--- config.mk ---
export PLATFORM = sky130hd
export DESIGN_NAME = alu_result_stage_flat
export DESIGN_NICKNAME = d
export VERILOG_FILES = /design/src/rtl/alu_result_stage_if.sv /design/src/rtl/alu_result_stage.sv /design/src/flat_wrapper.sv
export SDC_FILE = /design/constraint.sdc
export NUM_CORES = 1
export LEC_CHECK = 0
export ABC_AREA = 1
export ABC_CLOCK_PERIOD_IN_PS = 3810
export CAP_MARGIN = 20
export CORE_MARGIN = 10
export CORE_UTILIZATION = 56
export CTS_BUF_LIST = sky130_fd_sc_hd__clkbuf_8 sky130_fd_sc_hd__clkbuf_16
export CTS_CLUSTER_SIZE = 28
export DETAILED_ROUTE_END_ITERATION = 8
export PLACE_DENSITY = 0.9
export SLEW_MARGIN = 20
export SYNTH_ARGS = -nofsm -noshare
export SYNTH_HDL_FRONTEND = slang
export SYNTH_SLANG_ARGS = --single-unit
--- constraint.sdc ---
create_clock -name clk -period 3.81 [get_ports clk]
set_input_delay 0.762 -clock clk [delete_from_list [all_inputs] [get_ports clk]]
set_output_delay 0.762 -clock clk [all_outputs]
set_load 0.01 [all_outputs]
--- src/rtl/alu_result_stage_if.sv ---
// Handshake bundle between the ALU, the result stage and writeback.
// The stage itself connects through the slave modport.
interface alu_result_stage_if #(
    parameter int WIDTH  = 16,
    parameter int DEST_W = 3
);
    logic              in_valid;
    logic              in_ready;
    logic [WIDTH-1:0]  in_data;
    logic              in_vout;
    logic              in_cout;
    logic [4:0]        in_code;
    logic [DEST_W-1:0] in_dest;

    logic              out_valid;
    logic              out_ready;
    logic [WIDTH-1:0]  out_data;
    logic [DEST_W-1:0] out_dest;
    logic              out_z;
    logic              out_n;
    logic              out_v;
    logic              out_c;

    modport master (
        output in_valid, in_data, in_vout, in_cout,
        output in_code, in_dest, out_ready,
        input  in_ready, out_valid, out_data, out_dest,
        input  out_z, out_n, out_v, out_c
    );

    modport slave (
        input  in_valid, in_data, in_vout, in_cout,
        input  in_code, in_dest, out_ready,
        output in_ready, out_valid, out_data, out_dest,
        output out_z, out_n, out_v, out_c
    );
endinterface

--- src/rtl/alu_result_stage.sv ---
// Registered ALU result FIFO with derived Z/N/V/C flags toward writeback.
// Optional sticky overflow/carry status enabled by STICKY_FLAGS_EN.
module alu_result_stage #(
    parameter int WIDTH  = 16,
    parameter int DEPTH  = 2,
    parameter int DEST_W = 3
) (
    input  logic                clk,
    input  logic                rst,
    alu_result_stage_if.slave   bus,
    input  logic                flag_clr,
    output logic                status_v,
    output logic                status_c
);
    localparam int PW = $clog2(DEPTH);
    localparam int CW = $clog2(DEPTH + 1);

    typedef struct packed {
        logic [WIDTH-1:0]  data;
        logic [DEST_W-1:0] dest;
        logic              z;
        logic              n;
        logic              v;
        logic              c;
    } entry_t;

    entry_t          mem [DEPTH];
    entry_t          in_entry;
    entry_t          head;
    entry_t          head_n;
    logic [PW-1:0]   wr_ptr;
    logic [PW-1:0]   rd_ptr;
    logic [PW-1:0]   rd_ptr_n;
    logic [CW-1:0]   count;
    logic [CW-1:0]   count_n;
    logic            out_valid;
    logic            full;
    logic            push;
    logic            pop;
    logic            arith;

    assign full         = (count == CW'(DEPTH));
    assign bus.in_ready = !full && !rst;
    assign push         = bus.in_valid && bus.in_ready;
    assign pop          = out_valid && bus.out_ready;
    assign arith        = (bus.in_code[4:3] == 2'b00);

    always_comb begin
        in_entry      = '0;
        in_entry.data = bus.in_data;
        in_entry.dest = bus.in_dest;
        in_entry.z    = (bus.in_data == '0);
        in_entry.n    = bus.in_data[WIDTH-1];
        in_entry.v    = arith && bus.in_vout;
        in_entry.c    = arith && bus.in_cout;
    end

    always_comb begin
        count_n  = count;
        rd_ptr_n = rd_ptr;
        unique case ({push, pop})
            2'b10:   count_n = count + CW'(1);
            2'b01:   count_n = count - CW'(1);
            default: count_n = count;
        endcase
        if (pop) rd_ptr_n = rd_ptr + PW'(1);
        // Output registers preload the next head; a fresh push
        // lands at the head only when nothing else remains queued.
        head_n = head;
        if (count_n != '0) begin
            if (push && (wr_ptr == rd_ptr_n))
                head_n = in_entry;
            else
                head_n = mem[rd_ptr_n];
        end
    end

    always_ff @(posedge clk) begin
        if (push) mem[wr_ptr] <= in_entry;
    end

    always_ff @(posedge clk) begin
        if (rst) begin
            count     <= '0;
            wr_ptr    <= '0;
            rd_ptr    <= '0;
            out_valid <= 1'b0;
            head      <= '0;
        end else begin
            count     <= count_n;
            rd_ptr    <= rd_ptr_n;
            out_valid <= (count_n != '0);
            head      <= head_n;
            if (push) wr_ptr <= wr_ptr + PW'(1);
        end
    end

    assign bus.out_valid = out_valid;
    assign bus.out_data  = head.data;
    assign bus.out_dest  = head.dest;
    assign bus.out_z     = head.z;
    assign bus.out_n     = head.n;
    assign bus.out_v     = head.v;
    assign bus.out_c     = head.c;

`ifdef STICKY_FLAGS_EN
    logic unused_ok;
    assign unused_ok = ^bus.in_code[2:0];

    // A clear coinciding with a flagged push keeps the new flag.
    always_ff @(posedge clk) begin
        if (rst) begin
            status_v <= 1'b0;
            status_c <= 1'b0;
        end else if (flag_clr) begin
            status_v <= push && in_entry.v;
            status_c <= push && in_entry.c;
        end else if (push) begin
            status_v <= status_v | in_entry.v;
            status_c <= status_c | in_entry.c;
        end
    end
`else
    logic unused_ok;
    assign unused_ok = ^{bus.in_code[2:0], flag_clr};
    assign status_v  = 1'b0;
    assign status_c  = 1'b0;
`endif

endmodule

--- src/flat_wrapper.sv ---
// flat-port wrapper written by rule: the top's interface ports become plain ports
module alu_result_stage_flat 
#(
    parameter int WIDTH  = 16,
    parameter int DEPTH  = 2,
    parameter int DEST_W = 3
)
  (clk, rst, flag_clr, status_v, status_c, bus_in_valid, bus_in_data, bus_in_vout, bus_in_cout, bus_in_code, bus_in_dest, bus_out_ready, bus_in_ready, bus_out_valid, bus_out_data, bus_out_dest, bus_out_z, bus_out_n, bus_out_v, bus_out_c);
  alu_result_stage_if #(.WIDTH(WIDTH), .DEST_W(DEST_W)) bus_i ();
  input  logic clk;
  input  logic rst;
  input  logic flag_clr;
  output logic status_v;
  output logic status_c;
  input wire logic [$bits(bus_i.in_valid)-1:0] bus_in_valid;
  input wire logic [$bits(bus_i.in_data)-1:0] bus_in_data;
  input wire logic [$bits(bus_i.in_vout)-1:0] bus_in_vout;
  input wire logic [$bits(bus_i.in_cout)-1:0] bus_in_cout;
  input wire logic [$bits(bus_i.in_code)-1:0] bus_in_code;
  input wire logic [$bits(bus_i.in_dest)-1:0] bus_in_dest;
  input wire logic [$bits(bus_i.out_ready)-1:0] bus_out_ready;
  output wire logic [$bits(bus_i.in_ready)-1:0] bus_in_ready;
  output wire logic [$bits(bus_i.out_valid)-1:0] bus_out_valid;
  output wire logic [$bits(bus_i.out_data)-1:0] bus_out_data;
  output wire logic [$bits(bus_i.out_dest)-1:0] bus_out_dest;
  output wire logic [$bits(bus_i.out_z)-1:0] bus_out_z;
  output wire logic [$bits(bus_i.out_n)-1:0] bus_out_n;
  output wire logic [$bits(bus_i.out_v)-1:0] bus_out_v;
  output wire logic [$bits(bus_i.out_c)-1:0] bus_out_c;
  assign bus_i.in_valid = bus_in_valid;
  assign bus_i.in_data = bus_in_data;
  assign bus_i.in_vout = bus_in_vout;
  assign bus_i.in_cout = bus_in_cout;
  assign bus_i.in_code = bus_in_code;
  assign bus_i.in_dest = bus_in_dest;
  assign bus_i.out_ready = bus_out_ready;
  assign bus_in_ready = bus_i.in_ready;
  assign bus_out_valid = bus_i.out_valid;
  assign bus_out_data = bus_i.out_data;
  assign bus_out_dest = bus_i.out_dest;
  assign bus_out_z = bus_i.out_z;
  assign bus_out_n = bus_i.out_n;
  assign bus_out_v = bus_i.out_v;
  assign bus_out_c = bus_i.out_c;
  alu_result_stage #(.WIDTH(WIDTH), .DEPTH(DEPTH), .DEST_W(DEST_W)) u_core (.clk(clk), .rst(rst), .bus(bus_i), .flag_clr(flag_clr), .status_v(status_v), .status_c(status_c));
endmodule
==> run summary <==
status: finished, final reports clean
Port Buffer Count: 51
pin count of the biggest net entering global routing: 35
die width: 95.5 um
leading area contributor after synthesis: edfxtp_1
Max Fclk: 0.337 GHz
I/O pin count: 58
Post-CTS Hold Buffers: 0
syn avg cell area: 9.12 sq um
First DRT Iteration DRCs: 272
Slew Limit Fails: 0
post-layout min period: 2.97 ns
Die Height: 95.5 um
Setup Skew: 0.00621 ns
CP endpoint kind: primary output
CTS sink cnt: 71
CP required: 3.05 ns
peak supply drop: 0.383 mV
# setup viols final: 0
pwr dens: 650 nW/um^2
Core ar.: 5510 sq um
Die ar.: 9120 sq um
layout cells sized above 1: 8.85%
gr ovfl total: 0
initial antenna violation count: 0
Worst-path clk slew: 0.07 ns
vias after detailed routing: 2,441
top-area cell type share of the netlist area: 41.4%
initial core utilization: 58.0%
most frequent cells in the layout: nand2_1, clkdlybuf4s50_1, edfxtp_1
1st-pass router iterations: 4
Max stage delay on crit path: 0.56 ns
Setup Crit Path Kind: primary input to primary output
Via density: 5.10
Placement Cell Area: 3720 sq um
Setup Fix Bufs, Post-CTS: 0
synthesized area: 3190 sq um
Max-Cap Viols: 0
critical-path maximum fanout: 7
Tcrit/Tclk final: 77.8%
arrival time of the worst setup path: 2.20 ns
Lkg Pwr: 0.00174 uW
RSZ-0062 raised after global routing: false
CP max stage cell: clkdlybuf4s50_1
ranking of synthesized cells by area: edfxtp_1, dfxtp_1, nand2_1
GP Congestion: 0.782
drt total wl: 7010 um
worst-skew pair later-pin latency: 0.34 ns
Worst-Margin Slew: 0.871 ns
Bufs and invs on worst path: 4
Worst Setup Start Kind: primary input
Total GRT Usage: 16.1%
P&R area growth vs syn: 23.3%
H-tree levels: 3
vias in the first global route: 2,454
Synth Register Bits: 71
post-detailed-route count of antenna-violating nets: 0
Final Cell Area: 3940 sq um
DR WL/cell: 14.6 um
min-delay worst type: flop to flop
Nets: 434
post-CTS sizing: 0
commonest non-fill, non-tap cell in the layout: nand2_1
Crit path top cell by count: clkdlybuf4s50_1
Seq/Total Area, Yosys: 58.3%
# fillers: 387
synthesized instance count: 350
CTS tree: yes
Worst slew margin: 41.8%
first-pass GRT wire length: 11,500 um
n_diodes: 0
Synth warnings: 0
Cell Rows: 27
Distinct cells, synth: 27
hold violation count in the final report: 0
CTS buffer count: 9
Root Driver: clkbuf_8
Fin Setup TNS: 0 ns
delay-heaviest family, CP: buffers and inverters
Post-route DRC: 0
cells along the critical path: clkdlybuf4s50_1 > inv_2 > nand2_2 > inv_1 > clkdlybuf4s50_1
Bufs on Longest Clock Path: 2
HPWL Detailed: 4630 um
power breakdown:
part | internal (uW) | switching, uW | leakage [uW] | total (uW)
registers | 947 | 62.5 | 0.000627 | 1010
logic | 366 | 543 | 0.000994 | 909
clock network | 365 | 276 | 0.000115 | 641
total | 1680 | 881 | 0.00174 | 2560
through the flow:
stage,power [uW],worst slack (ns),util [%],hold slack (ns),instances
2_1_floorplan,1610,1.29,-,0.473,351
3_3_place_gp,1900,0.641,67.6,0.437,463
3_5_place_dp,1940,0.608,67.6,0.443,463
4_1_cts,2580,0.831,71.5,0.456,479
5_1_grt,2720,0.742,71.5,0.473,479
6_report,2560,0.844,71.5,0.451,479
cell families (layout without fill, tap and decap cells):
group           Yosys count  after routing  synth area share, %
simple gates            205            205                 30.1
flops                    71             71                 58.3
buf+inv                  53            109                 7.72
compound gates           18             18                 2.82
fa+ha+maj                 1              1                0.392
other cells               1              2                0.117
xor+xnor                  1              1                0.510
routing by layer:
metal	up-vias	part of all wire [%]	track usage, %
met5	-	0	0
met4	0	1.1	8.72
met3	6	8.5	4.40
met2	73	50	27.0
met1	1134	40	18.4
li1	1228	-	-
sequential cells by signal, indices dropped and copies added (netlist names):
register              count
u_core.rd_ptr             1
u_core.count              2
u_core.bus.out_n          1
u_core.bus.out_z          1
u_core.bus.out_dest       3
u_core.bus.out_data      15
u_core.bus.out_v          1
u_core.bus.out_valid      1
u_core.wr_ptr             1
u_core.bus.out_c          1
u_core.mem               44
layout make-up:
class / instances / area, sq um / area share, %
timing repair buffer: 54 / 533 / 13.5
clock inverter: 7 / 87.6 / 2.23
inverter: 39 / 146 / 3.72
tap: 72 / 90.1 / 2.29
sequential: 71 / 1860 / 47.3
multi-input combinational: 227 / 1090 / 27.8
clock buffer: 9 / 124 / 3.15
synth_stat cells:
cell type,n
nand2_1,126
edfxtp_1,44
inv_1,38
nand3_1,33
dfxtp_1,27
nor2_1,17
nand3b_1,12
o21ai_0,12
buf_2,8
a21oi_1,5
nand2_2,5
buf_4,3
nand4_1,3
buf_6,2
nand2_4,2
nand3_2,2
buf_8,1
conb_1,1
ha_1,1
inv_2,1
nand3_4,1
nand4_4,1
nor2_4,1
nor2_8,1
o21ai_1,1
or2_2,1
xor2_2,1
path summary, 6_finish.rpt:
kind	startpoint	endpoint	slack, ns	depth (start not counted)
worst max-delay path	rst	bus_in_ready	0.84	5
worst min-delay path	u_core.bus.out_dest[0]	u_core.bus.out_dest[0]	0.45	2
worst max register to register	u_core.count[0]	u_core.bus.out_data[13]	1.56	13
worst min register to register	u_core.bus.out_dest[0]	u_core.bus.out_dest[0]	0.45	2
worst reg2reg max path, delay by kind of cell, from the launching register on:
| kind | cells | cell delay, ns |
|---|---|---|
| fa+ha+maj | 1 | 0.36 |
| simple gates | 9 | 1.10 |
| flops | 1 | 0.40 |
| buf+inv | 3 | 0.34 |
No activity file was read; power rests on OpenSTA's default activity.
